File: config.mk
export PLATFORM = sky130hd
export DESIGN_NAME = addsub_pipe_flat
export DESIGN_NICKNAME = d
export VERILOG_FILES = /design/src/rtl/addsub_pipe_if.sv /design/src/rtl/addsub_pipe.sv /design/src/flat_wrapper.sv
export SDC_FILE = /design/constraint.sdc
export NUM_CORES = 1
export LEC_CHECK = 0
export CAP_MARGIN = 30
export CELL_PAD_IN_SITES_DETAIL_PLACEMENT = 0
export CELL_PAD_IN_SITES_GLOBAL_PLACEMENT = 1
export CORE_ASPECT_RATIO = 1.4
export CORE_MARGIN = 4
export CORE_UTILIZATION = 41
export DETAILED_ROUTE_END_ITERATION = 7
export PLACE_DENSITY_LB_ADDON = 0.3
export SKIP_CTS_REPAIR_TIMING = 1
export SYNTH_ARGS = -nofsm -noshare
export SYNTH_HDL_FRONTEND = slang
export SYNTH_SLANG_ARGS = --single-unit
File: constraint.sdc
create_clock -name clk -period 6.2 [get_ports clk]
set_input_delay 1.55 -clock clk [delete_from_list [all_inputs] [get_ports clk]]
set_output_delay 1.55 -clock clk [all_outputs]
set_load 0.005 [all_outputs]
File: src/rtl/addsub_pipe_if.sv
// Operation/result bundle for addsub_pipe: request fields in, per-lane results,
// flags and status out.
interface addsub_pipe_if #(
  parameter int W     = 10,
  parameter int LANES = 2,
  parameter int TAG_W = 4,
  parameter int CNT_W = 16
);
  logic                 start;
  logic [1:0]           op;
  logic [LANES*W-1:0]   a;
  logic [LANES*W-1:0]   b;
  logic [TAG_W-1:0]     tag_in;
  logic [LANES*W-1:0]   y;
  logic [LANES-1:0]     ovf;
  logic [TAG_W-1:0]     tag_out;
  logic                 valid;
  logic                 busy;
  logic [CNT_W-1:0]     done_cnt;

  modport master (
    output start, op, a, b, tag_in,
    input  y, ovf, tag_out, valid, busy, done_cnt
  );

  modport slave (
    input  start, op, a, b, tag_in,
    output y, ovf, tag_out, valid, busy, done_cnt
  );
endinterface

File: src/rtl/addsub_pipe.sv
// Multi-lane pipelined add/subtract (wrap or saturate) with fixed latency,
// tag pass-through, busy flag and saturating completion counter.
module addsub_pipe #(
  parameter int W      = 10,
  parameter int LANES  = 2,
  parameter int STAGES = 2,
  parameter int TAG_W  = 4,
  parameter int CNT_W  = 16
) (
  input  logic          clk,
  input  logic          rst_n,
  addsub_pipe_if.slave  bus
);

  localparam logic [CNT_W-1:0] CNT_MAX = {CNT_W{1'b1}};

  // Returns {carry/borrow, result}; bit W of the W+1-bit difference is the borrow.
  function automatic logic [W:0] lane_calc(
    input logic [1:0]   mode,
    input logic [W-1:0] x,
    input logic [W-1:0] z
  );
    logic [W:0]   t;
    logic [W-1:0] res;
    t   = mode[0] ? ({1'b0, x} - {1'b0, z}) : ({1'b0, x} + {1'b0, z});
    res = (mode[1] && t[W]) ? (mode[0] ? {W{1'b0}} : {W{1'b1}}) : t[W-1:0];
    return {t[W], res};
  endfunction

  logic [LANES*W-1:0]               w_y;
  logic [LANES-1:0]                 w_ovf;
  logic [STAGES-1:0]                w_ld;
  logic [STAGES-1:0][LANES*W-1:0]   w_din_y;
  logic [STAGES-1:0][LANES-1:0]     w_din_ovf;
  logic [STAGES-1:0][TAG_W-1:0]     w_din_tag;

  logic [STAGES-1:0]                r_vld;
  logic [STAGES-1:0][LANES*W-1:0]   r_y;
  logic [STAGES-1:0][LANES-1:0]     r_ovf;
  logic [STAGES-1:0][TAG_W-1:0]     r_tag;
  logic                             r_busy;
  logic [CNT_W-1:0]                 r_cnt;

  // Per-lane arithmetic on the incoming operands
  always_comb begin
    w_y   = {(LANES*W){1'b0}};
    w_ovf = {LANES{1'b0}};
    for (int i = 0; i < LANES; i++) begin
      {w_ovf[i], w_y[i*W +: W]} = lane_calc(bus.op, bus.a[i*W +: W], bus.b[i*W +: W]);
    end
  end

  // Load enables and data inputs for each stage: stage 1 from the ports, others from predecessor
  always_comb begin
    w_ld         = {STAGES{1'b0}};
    w_din_y      = '{default: {(LANES*W){1'b0}}};
    w_din_ovf    = '{default: {LANES{1'b0}}};
    w_din_tag    = '{default: {TAG_W{1'b0}}};
    w_ld[0]      = bus.start;
    w_din_y[0]   = w_y;
    w_din_ovf[0] = w_ovf;
    w_din_tag[0] = bus.tag_in;
    for (int k = 1; k < STAGES; k++) begin
      w_ld[k]      = r_vld[k-1];
      w_din_y[k]   = r_y[k-1];
      w_din_ovf[k] = r_ovf[k-1];
      w_din_tag[k] = r_tag[k-1];
    end
  end

  // Pipeline stages, busy flag and completion counter; data only moves with its valid
  always_ff @(posedge clk) begin
    if (!rst_n) begin
      r_vld  <= {STAGES{1'b0}};
      r_y    <= '{default: {(LANES*W){1'b0}}};
      r_ovf  <= '{default: {LANES{1'b0}}};
      r_tag  <= '{default: {TAG_W{1'b0}}};
      r_busy <= 1'b0;
      r_cnt  <= {CNT_W{1'b0}};
    end else begin
      for (int k = 0; k < STAGES; k++) begin
        r_vld[k] <= w_ld[k];
        if (w_ld[k]) begin
          r_y[k]   <= w_din_y[k];
          r_ovf[k] <= w_din_ovf[k];
          r_tag[k] <= w_din_tag[k];
        end
      end
      // Next-cycle OR of stage valids, so busy stays a plain flop
      r_busy <= |w_ld;
      if (w_ld[STAGES-1] && (r_cnt != CNT_MAX)) begin
        r_cnt <= r_cnt + CNT_W'(1);
      end
    end
  end

  assign bus.y        = r_y[STAGES-1];
  assign bus.ovf      = r_ovf[STAGES-1];
  assign bus.tag_out  = r_tag[STAGES-1];
  assign bus.valid    = r_vld[STAGES-1];
  assign bus.busy     = r_busy;
  assign bus.done_cnt = r_cnt;

endmodule

File: src/flat_wrapper.sv
// flat-port wrapper written by rule: the top's interface ports become plain ports
module addsub_pipe_flat 
#(
  parameter int W      = 10,
  parameter int LANES  = 2,
  parameter int STAGES = 2,
  parameter int TAG_W  = 4,
  parameter int CNT_W  = 16
)
  (clk, rst_n, bus_start, bus_op, bus_a, bus_b, bus_tag_in, bus_y, bus_ovf, bus_tag_out, bus_valid, bus_busy, bus_done_cnt);
  addsub_pipe_if #(.W(W), .LANES(LANES), .TAG_W(TAG_W), .CNT_W(CNT_W)) bus_i ();
  input  logic clk;
  input  logic rst_n;
  input wire logic [$bits(bus_i.start)-1:0] bus_start;
  input wire logic [$bits(bus_i.op)-1:0] bus_op;
  input wire logic [$bits(bus_i.a)-1:0] bus_a;
  input wire logic [$bits(bus_i.b)-1:0] bus_b;
  input wire logic [$bits(bus_i.tag_in)-1:0] bus_tag_in;
  output wire logic [$bits(bus_i.y)-1:0] bus_y;
  output wire logic [$bits(bus_i.ovf)-1:0] bus_ovf;
  output wire logic [$bits(bus_i.tag_out)-1:0] bus_tag_out;
  output wire logic [$bits(bus_i.valid)-1:0] bus_valid;
  output wire logic [$bits(bus_i.busy)-1:0] bus_busy;
  output wire logic [$bits(bus_i.done_cnt)-1:0] bus_done_cnt;
  assign bus_i.start = bus_start;
  assign bus_i.op = bus_op;
  assign bus_i.a = bus_a;
  assign bus_i.b = bus_b;
  assign bus_i.tag_in = bus_tag_in;
  assign bus_y = bus_i.y;
  assign bus_ovf = bus_i.ovf;
  assign bus_tag_out = bus_i.tag_out;
  assign bus_valid = bus_i.valid;
  assign bus_busy = bus_i.busy;
  assign bus_done_cnt = bus_i.done_cnt;
  addsub_pipe #(.W(W), .LANES(LANES), .STAGES(STAGES), .TAG_W(TAG_W), .CNT_W(CNT_W)) u_core (.clk(clk), .rst_n(rst_n), .bus(bus_i));
endmodule
==> out/qor.csv, run 1 <==
stage,metric,value,unit
status,status,completed,
critical_path,cp_cell_sequence,clkdlybuf4s50_1 -> or3_1 -> or3_2 -> nor3_1 -> nor2_1 -> xnor2_1 -> ha_1 -> and3_1 -> a221o_1 -> a31oi_2 -> o21ai_1 -> xnor2_1 -> a21oi_1 -> a21oi_1,
hold_path,hold_depth,2,
route,vias_per_cell,4.89,
clocking,clk_pin_slew,0.05,ns
timing,period_minus_slack,4.99,ns
clocking,clock_latency,0.32,ns
critical_path,end_kind,register,
timing,tightest_slew,0.917,ns
grt,grt_overflow_total,0,
power,ir_drop,0.000122,V
clocking,clock-sinks,71,
logic_synthesis,ys_async_sr_fraction,0,
route,vias,3298,
critical_path,critPathBufInv,1,
layout,final_common_cell,clkdlybuf4s50_1,
timing,finalClockSkew,0.00428,ns
placement,port_buffers,92,
route,ant_nets,0,
logic_synthesis,synth_area_leader_cell,dfxtp_1,
timing,finalSetupTns,0,ns
layout,syn_to_final_growth,26.7,%
logic_synthesis,syn_avg_cell_area,8.86,µm²
floorplanning,ios,93,
logic_synthesis,ys_top_cells_by_area,"dfxtp_1 34%, xnor2_1 8.0%, mux2i_1 7.7%",
route,wl,8.56,mm
logic_synthesis,synth_top_flop_cell,dfxtp_1,
logic_synthesis,synth-seq-area-share,0.340,
critical_path,crit_path_start_kind,input port,
logic_synthesis,yosysWarningCount,0,
logic_synthesis,synth_edf_count,0,
timing,layout_setup_ws,1.21,ns
layout,diodes,0,
clocking,clk_path_buf_depth,2,
power,cellPowerDensity,236,mW/mm²
floorplanning,dieHeight,127,µm
grt,grt_pass1_wl,14.8,mm
logic_synthesis,synth_top_cell_area_share,0.340,
timing,rsz0062_at_grt,false,
grt,grt_pass1_vias,3263,
hold_path,hold_class,reg2reg,
critical_path,slowest_stage,a21oi_1,
placement,gp_congestion,0.830,
timing,period_share,0.805,
timing,finalMaxSlewViolations,0,
critical_path,max_stage_delay,0.49,ns
route,drtPass1Iterations,4,
critical_path,crit_family,simple AND/OR/NAND/NOR gates,
floorplanning,die_x,93.4,µm
floorplanning,core.rowCount,43,
timing,relSlewSlack,0.389,
logic_synthesis,syn_inst,472,
route,wl_per_cell,12.7,µm
grt,antenna_found_initial,0,
floorplanning,core_area,0.00995,mm²
timing,setup_viol,0,
clocking,numCtsBuffers,9,
run,cap_viol_max_count,0,
clocking,cts_root_buffer,clkbuf_16,
layout,final_net_count,608,
route,drt_iter0_drc,104,
clocking,cts_tree,done,
placement,pre_cts_slack,0.875,ns
placement,dp_hpwl,6.83,mm
timing,fmax,200,MHz
clocking,h-tree-depth,3,
critical_path,worstPathArrival,5.17,ns
power,p_leak,2.06,nW
grt,grt_start_max_net_pins,62,
route,drc,0,
critical_path,path_class,in2reg,
critical_path,ff2ff_path_depth,7,
logic_synthesis,yosys.cell_types.count,44,
logic_synthesis,synth-seq-cells,71,
timing,hold_viol_final,0,
layout,mostFrequentLayoutCells,"92 x clkdlybuf4s50_1, 70 x dfxtp_1, 38 x xnor2_1",
critical_path,worstPathRequired,6.38,ns
critical_path,cp.depth,14,
logic_synthesis,syn_area,0.00418,mm²
logic_synthesis,syn-num-nets,546,
critical_path,path_max_fanout,8,
floorplanning,dieArea,0.0119,mm²
floorplanning,initial_utilization,0.420,
grt,grt_usage,0.152,
layout,drive_gt1_frac,0.0501,
-- cell type report --
class	instances	area, µm²
Clock buffer	12	256
Clock inverter	4	20.0
Fill cell	948	4660
Inverter	15	56.3
Multi-Input combinational cell	343	2440
Sequential cell	71	1420
Tap cell	135	169
Timing Repair Buffer	94	936
-- Yosys cell counts (all sizes together), types with 2 or more instances --
cell type / instances
a21boi: 4
or3: 6
and2: 15
nand2: 32
ha: 23
a21oi: 29
o211ai: 5
a221o: 9
nor2: 26
xor2: 7
mux2i: 32
clkbuf: 12
a21o: 7
and3: 6
or2: 2
nand3: 8
dfxtp: 71
o21a: 2
a31oi: 5
nor3: 10
buf: 31
nor2b: 37
nand2b: 2
nand4: 7
fa: 2
inv: 15
o21ai: 20
xnor2: 38
-- power by group --
| group | switching, mW | internal [mW] |
|---|---|---|
| clock | 0.173 | 0.289 |
| sequential | 0.0208 | 0.486 |
| combinational | 0.133 | 0.148 |
| total | 0.327 | 0.923 |
-- path summary, 6_finish.rpt --
path,startpoint,end,slack [ns]
max reg2reg,u_core.bus.done_cnt[6],u_core.bus.done_cnt[14],4.05
min,u_core.r_y[10],u_core.r_y[10],0.48
max,bus_b[2],u_core.r_y[6],1.21
min reg2reg,u_core.r_y[10],u_core.r_y[10],0.48
-- cell families after synthesis --
group	count (synthesis)	share of synthesized area
flip-flops	71	0.340
XOR/XNOR	45	0.0961
buffers and inverters	58	0.0772
AO/OA/AOI/OAI	86	0.136
adder cells (fa/ha/maj)	25	0.0784
multiplexers	33	0.0802
AND/OR/NAND/NOR	154	0.193
-- layer usage --
layer / share of wire / track usage / vias up
li1: - / - / 1728
met1: 0.45 / 0.187 / 1481
met2: 0.48 / 0.261 / 77
met3: 0.049 / 0.0277 / 12
met4: 0.017 / 0.0578 / 0
met5: 0 / 0 / -
-- sequential cells by signal (all words and copies together), names as in the netlist --
signal / flops
u_core.bus.busy: 1
u_core.bus.done_cnt: 16
u_core.bus.ovf: 2
u_core.bus.tag_out: 4
u_core.bus.y: 20
u_core.r_ovf: 2
u_core.r_tag: 4
u_core.r_vld: 2
u_core.r_y: 20
-- worst register-to-register path, stage by stage (launching register included) --
cell and delay (ns):
dfxtp_1 0.40, and4_1 0.23, nand4_1 0.19, or3_1 0.52, nand4_1 0.30, nor3_1 0.10, xor2_1 0.15, and2_1 0.16
-- stage by stage --
stage	power [mW]	util	cells	hold slack (ns)	cell area (µm²)
after floorplan	0.714	-	472	0.442	4180
final	1.25	0.532	674	0.480	5300
after global placement	0.796	0.504	658	0.465	5020
after global routing	1.32	0.532	674	0.518	5300
after CTS	1.27	0.532	674	0.484	5300
after detailed placement	0.801	0.504	658	0.474	5020
(Power assumes the default switching activity.)
==> inputs of run 2 (changes only) <==
CORE_UTILIZATION = 38   (was 41)
clock period = 4.8 ns   (was 6.2 ns; I/O delays follow)
==> run 2 against run 1 <==
Against the previous run: cell area is 1.9% higher; via count is 0.64% higher; highest routed layer unchanged; register-to-register slack worse by 1.4 ns.
==> out/qor.csv, run 2 (synthesized netlist as in run 1, its figures left out) <==
stage,metric,value,unit
floorplanning,ios,93,
floorplanning,core_area,0.0108,mm²
power,cellPowerDensity,312,mW/mm²
hold_path,hold_class,reg2reg,
timing,setup_viol,0,
status,status,completed,
timing,finalMaxSlewViolations,0,
clocking,clock_latency,0.33,ns
critical_path,r2r_end,u_core.bus.done_cnt[13],
floorplanning,initial_utilization,0.387,
clocking,cts_root_buffer,clkbuf_16,
critical_path,cp-startpoint,bus_b[4],
grt,grt_pass1_vias,3248,
layout,fillCellCount,1063,
timing,rsz0062_at_grt,false,
placement,dp.cells,673,
clocking,clock-sinks,71,
clocking,clk_pin_slew,0.06,ns
layout,syn_to_final_growth,29.1,%
timing,hold_viol_final,0,
critical_path,reg2reg_slack,2.67,ns
power,p_leak,2.10,nW
critical_path,crit_path_end,u_core.r_y[0],
timing,finalClockSkew,0.00672,ns
grt,grt_usage,0.145,
timing,finalSetupTns,0,ns
layout,final_net_count,617,
layout,final_util,0.499,
route,drtPass1Iterations,4,
layout,final_common_cell,clkdlybuf4s50_1,
route,drt_iter0_drc,113,
timing,relSlewSlack,0.378,
clocking,clk_path_buf_depth,2,
layout,final_cells,689,
route,vias_per_cell,4.82,
clocking,h-tree-depth,3,
floorplanning,dieHeight,132,µm
critical_path,r2r_start,u_core.bus.done_cnt[6],
route,ant_nets,0,
critical_path,worstPathArrival,4.69,ns
timing,hold_ws,0.481,ns
critical_path,path_max_fanout,11,
timing,period_minus_slack,4.42,ns
critical_path,crit_path_start_kind,input port,
route,wl_per_cell,13.0,µm
run,cap_viol_max_count,0,
power,ir_drop,0.000151,V
clocking,cts_tree,done,
placement,dp_hpwl,7.17,mm
critical_path,ff2ff_path_depth,7,
floorplanning,die_x,96.7,µm
timing,period_share,0.920,
critical_path,worstPathRequired,5.07,ns
critical_path,path_class,in2reg,
floorplanning,dieArea,0.0128,mm²
placement,port_buffers,92,
grt,grt_overflow_total,0,
critical_path,end_kind,register,
grt,grt_start_max_net_pins,46,
grt,grt_pass1_wl,15.5,mm
floorplanning,core.rowCount,45,
layout,drive_gt1_frac,0.0675,
timing,tightest_slew,0.933,ns
placement,gp_congestion,0.771,
route,vias,3319,
clocking,numCtsBuffers,9,
timing,fmax,226,MHz
layout,mostFrequentLayoutCells,"92 x clkdlybuf4s50_1, 70 x dfxtp_1, 38 x xnor2_1",
route,drc,0,
layout,diodes,0,
grt,antenna_found_initial,0,
route,wl,8.95,mm
run 2: cell types whose count changed in the layout (fill, tap and decap cells not counted), sizes merged:
| cell | change |
|---|---|
| bufinv | +1 |
| clkinv | -3 |
| buf | +9 |
| inv | +1 |
| clkinvlp | +3 |
| clkbuf | -2 |
run 2: worst min path at each step:
| stage | start | endpoint | slack [ns] | cells past startpoint |
|---|---|---|---|---|
| 2_1_floorplan | u_core.r_y[10] | u_core.r_y[10] | 0.44 | 2 |
| 6_report | u_core.r_y[10] | u_core.r_y[10] | 0.48 | 2 |
| 3_3_place_gp | u_core.r_y[10] | u_core.r_y[10] | 0.46 | 2 |
| 3_5_place_dp | u_core.r_y[10] | u_core.r_y[10] | 0.47 | 2 |
| 4_1_cts | u_core.r_y[10] | u_core.r_y[10] | 0.48 | 2 |
| 5_1_grt | u_core.r_y[16] | u_core.r_y[16] | 0.51 | 1 |
run 2: cell type report:
class | count | area, µm² | area share
flip-flops and latches | 71 | 1420 | 0.263
inverters | 15 | 56.3 | 0.0104
clock buffers | 10 | 229 | 0.0424
multi-input cells | 343 | 2440 | 0.452
well taps | 141 | 176 | 0.0327
repair buffers | 103 | 1000 | 0.186
clock inverters | 6 | 70.1 | 0.0130
run 2: stage by stage:
stage / power [mW] / instance area (µm²) / setup WS [ns]
after floorplan: 0.922 / 4180 / 0.456
after global placement: 1.04 / 5100 / 0.00352
after detailed placement: 1.05 / 5100 / -0.0791
after CTS: 1.70 / 5400 / 0.265
after global routing: 1.78 / 5400 / 0.177
final: 1.68 / 5400 / 0.384
run 2: layer usage:
layer  track usage  share of wire  vias to the layer above
met2         0.249           0.49                       77
met5             0              0                        -
met1         0.180           0.45                     1488
met4        0.0539          0.014                        0
met3        0.0249          0.043                        8
li1              -              -                     1746
run 2: critical path, cell delays in order:
cell	delay, ns
clkdlybuf4s50_1	0.43
or3_1	0.40
or3_2	0.44
nor3_1	0.14
nor2_1	0.07
xnor2_1	0.13
ha_1	0.29
and3_1	0.18
a221o_1	0.30
a31oi_2	0.18
o21ai_1	0.14
mux2_4	0.37
nor3_1	0.25
a221o_1	0.15
run 2: power by group:
part | internal, mW | total, mW | switching [mW]
Combinational | 0.200 | 0.376 | 0.175
Clock | 0.405 | 0.653 | 0.248
Sequential | 0.627 | 0.655 | 0.0273
==> inputs of run 3 (changes only) <==
ABC_AREA = 1   (was not set)
CORE_UTILIZATION = 37   (was 38)
PLACE_DENSITY = 0.91   (was not set)
PLACE_DENSITY_LB_ADDON = not set   (was 0.3)
==> run 3 against run 2 <==
Against the previous run: clock skew fell by 0.0025 ns; sequential power fell by 0.9%; combinational power rose by 24%; wire length rose by 19%; clock power rose by 1%.
==> out/qor.csv, run 3 <==
stage,metric,value,unit
timing,setup_viol,0,
layout,syn_to_final_growth,23.1,%
route,wl,10.7,mm
power,p_seq_frac,0.365,
critical_path,slowest_stage,clkdlybuf4s50_1,
floorplanning,ios,93,
route,ant_nets,0,
logic_synthesis,synth-seq-area-share,0.295,
layout,diodes,0,
logic_synthesis,ys_async_sr_fraction,0,
route,drt_iter0_drc,180,
logic_synthesis,yosys.cell_types.count,34,
logic_synthesis,synth_top_flop_cell,dfxtp_1,
floorplanning,core_area,0.0128,mm²
power,cellPowerDensity,299,mW/mm²
placement,pre_cts_slack,0.736,ns
critical_path,crit_family,simple AND/OR/NAND/NOR gates,
grt,grt_pass1_vias,4187,
timing,hold_viol_final,0,
route,drc,0,
layout,final_net_count,860,
logic_synthesis,synth_edf_count,0,
logic_synthesis,synth_area_leader_cell,dfxtp_1,
placement,port_buffers,92,
grt,grt_pass1_wl,18.7,mm
critical_path,r2r_end,u_core.bus.done_cnt[11],
critical_path,ff2ff_path_depth,8,
critical_path,worstPathArrival,3.94,ns
critical_path,max_stage_delay,0.53,ns
timing,finalSetupTns,0,ns
floorplanning,core.rowCount,49,
route,wl_per_cell,11.3,µm
clocking,clock-sinks,71,
logic_synthesis,yosysMostFrequentCell,nand2_1,
route,vias_per_cell,4.57,
logic_synthesis,syn-num-nets,804,
timing,period_share,0.774,
clocking,cts_root_buffer,clkbuf_16,
logic_synthesis,ys_top_cells_by_count,"166 x nand2_1, 105 x inv_1, 79 x nor2_1",
clocking,cts_tree,done,
placement,dp_hpwl,8.44,mm
hold_path,hold_class,reg2reg,
power,intPower,1.25,mW
logic_synthesis,syn_inst,730,
logic_synthesis,synth-seq-cells,71,
grt,grt_overflow_total,0,
power,p_comb_frac,0.263,
route,drtPass1Iterations,4,
layout,final_common_cell,nand2_1,
critical_path,r2r_start,u_core.bus.done_cnt[0],
timing,finalMaxSlewViolations,0,
grt,antenna_found_initial,0,
timing,period_minus_slack,3.72,ns
critical_path,cp-startpoint,bus_b[0],
logic_synthesis,synth_top_cell_area_share,0.295,
run,cap_viol_max_count,0,
layout,drive_gt1_frac,0.0683,
critical_path,critPathBufInv,5,
power,p_sw,0.527,mW
clocking,numCtsBuffers,9,
floorplanning,dieArea,0.0149,mm²
critical_path,crit_path_end,u_core.r_y[8],
grt,grt_usage,0.150,
critical_path,end_kind,register,
floorplanning,dieHeight,143,µm
power,clkPwrFrac,0.372,
critical_path,cp.depth,19,
power,swShare,0.297,
logic_synthesis,yosysWarningCount,0,
status,status,completed,
critical_path,worstPathRequired,5.03,ns
clocking,clock_latency,0.33,ns
clocking,h-tree-depth,3,
timing,fmax,269,MHz
logic_synthesis,syn_avg_cell_area,6.60,µm²
logic_synthesis,syn_area,0.00482,mm²
critical_path,path_max_fanout,10,
grt,grt_start_max_net_pins,43,
layout,mostFrequentLayoutCells,"166 x nand2_1, 105 x inv_1, 92 x clkdlybuf4s50_1",
logic_synthesis,ys_top_cells_by_area,"dfxtp_1 29%, nand2_1 13%, inv_1 8.2%",
critical_path,cpMostUsedCell,inv_1,
placement,gp_congestion,0.844,
timing,rsz0062_at_grt,false,
power,p_leak,2.81,nW
clocking,clk_pin_slew,0.05,ns
power,ir_drop,0.000184,V
timing,layout_setup_ws,1.08,ns
floorplanning,initial_utilization,0.376,
clocking,clk_path_buf_depth,2,
critical_path,cp_cell_sequence,clkdlybuf4s50_1 -> inv_1 -> ha_1 -> nand2_1 -> nor2_2 -> a21oi_1 -> xor2_1 -> inv_1 -> ha_1 -> nand2_2 -> inv_1 -> a21oi_2 -> nand3_2 -> nand2_2 -> nand3_4 -> nand2_1 -> nand3_1 -> nand2_1 -> inv_1,
floorplanning,die_x,104,µm
route,vias,4315,
critical_path,reg2reg_slack,3.00,ns
timing,tightest_slew,0.909,ns
critical_path,path_class,in2reg,
timing,finalClockSkew,0.00423,ns
critical_path,crit_path_start_kind,input port,
timing,relSlewSlack,0.393,
[run 3: cell count changes after synthesis, sizes merged, moves of 27 or more]
cell,change
nand3,+45
xnor2,-27
nor2,+62
inv,+94
mux2i,-32
o21ai,+31
nand2,+143
nor2b,-37
[run 3: cell families (layout without fill, tap and decap cells)]
logic type | after synthesis | after routing | synth area share
xor gates and xnor gates | 30 | 30 | 0.0545
DFF | 71 | 71 | 0.295
AOI/OAI and AO/OA | 114 | 114 | 0.126
adders and majority gates | 25 | 25 | 0.0680
and+or+nand+nor | 331 | 331 | 0.305
buffers and inverters | 159 | 220 | 0.152
[run 3: how the worst min path moves through the flow]
stage | start | depth (start not counted) | slack [ns] | to
floorplan | u_core.r_y[10] | 2 | 0.43 | u_core.bus.y[10]
CTS | u_core.r_y[16] | 2 | 0.45 | u_core.bus.y[16]
global placement | u_core.r_y[9] | 2 | 0.44 | u_core.bus.y[9]
finish | u_core.r_y[16] | 2 | 0.45 | u_core.bus.y[16]
global route | u_core.r_y[11] | 2 | 0.47 | u_core.bus.y[11]
detailed placement | u_core.r_y[16] | 2 | 0.44 | u_core.bus.y[16]
[run 3: worst reg2reg max path, stage by stage (launching register included)]
cell and delay, ns:
dfxtp_1 0.43, ha_1 0.22, nand3_1 0.17, nor2_1 0.14
nand3_1 0.10, nand2_2 0.26, inv_2 0.17, nand2_1 0.10
a21oi_1 0.06
[run 3: layout make-up]
class	instances	area, µm²
clock buffers	10	239
clock inverters	6	60.1
fillers	1325	6880
inverters	109	409
multi-input cells	500	2670
flip-flops and latches	71	1420
well taps	153	191
repair buffers	95	943
[run 3: power groups by stage]
stage | registers (mW) | clock network [mW] | logic (mW)
CTS | 0.649 | 0.677 | 0.471
finish | 0.649 | 0.660 | 0.466
floorplan | 0.656 | 0 | 0.350
global route | 0.653 | 0.702 | 0.544
global placement | 0.661 | 0 | 0.467
detailed placement | 0.662 | 0 | 0.469
[run 3: stage by stage]
stage / instances / total power [mW] / hold WS, ns / utilization / area, µm²
after global routing: 944 / 1.90 / 0.473 / 0.463 / 5930
after floorplan: 730 / 1.01 / 0.430 / - / 4820
after global placement: 928 / 1.13 / 0.437 / 0.440 / 5630
final: 944 / 1.77 / 0.447 / 0.463 / 5930
after CTS: 944 / 1.80 / 0.448 / 0.463 / 5930
after detailed placement: 928 / 1.13 / 0.442 / 0.440 / 5630
[run 3: metal layers]
| layer | share of wire | track usage | wire [µm] |
|---|---|---|---|
| met5 | 0 | 0 | 0 |
| met4 | 0.015 | 0.0546 | 164 |
| met3 | 0.041 | 0.0253 | 437 |
| met2 | 0.50 | 0.271 | 5320 |
| met1 | 0.45 | 0.177 | 4770 |
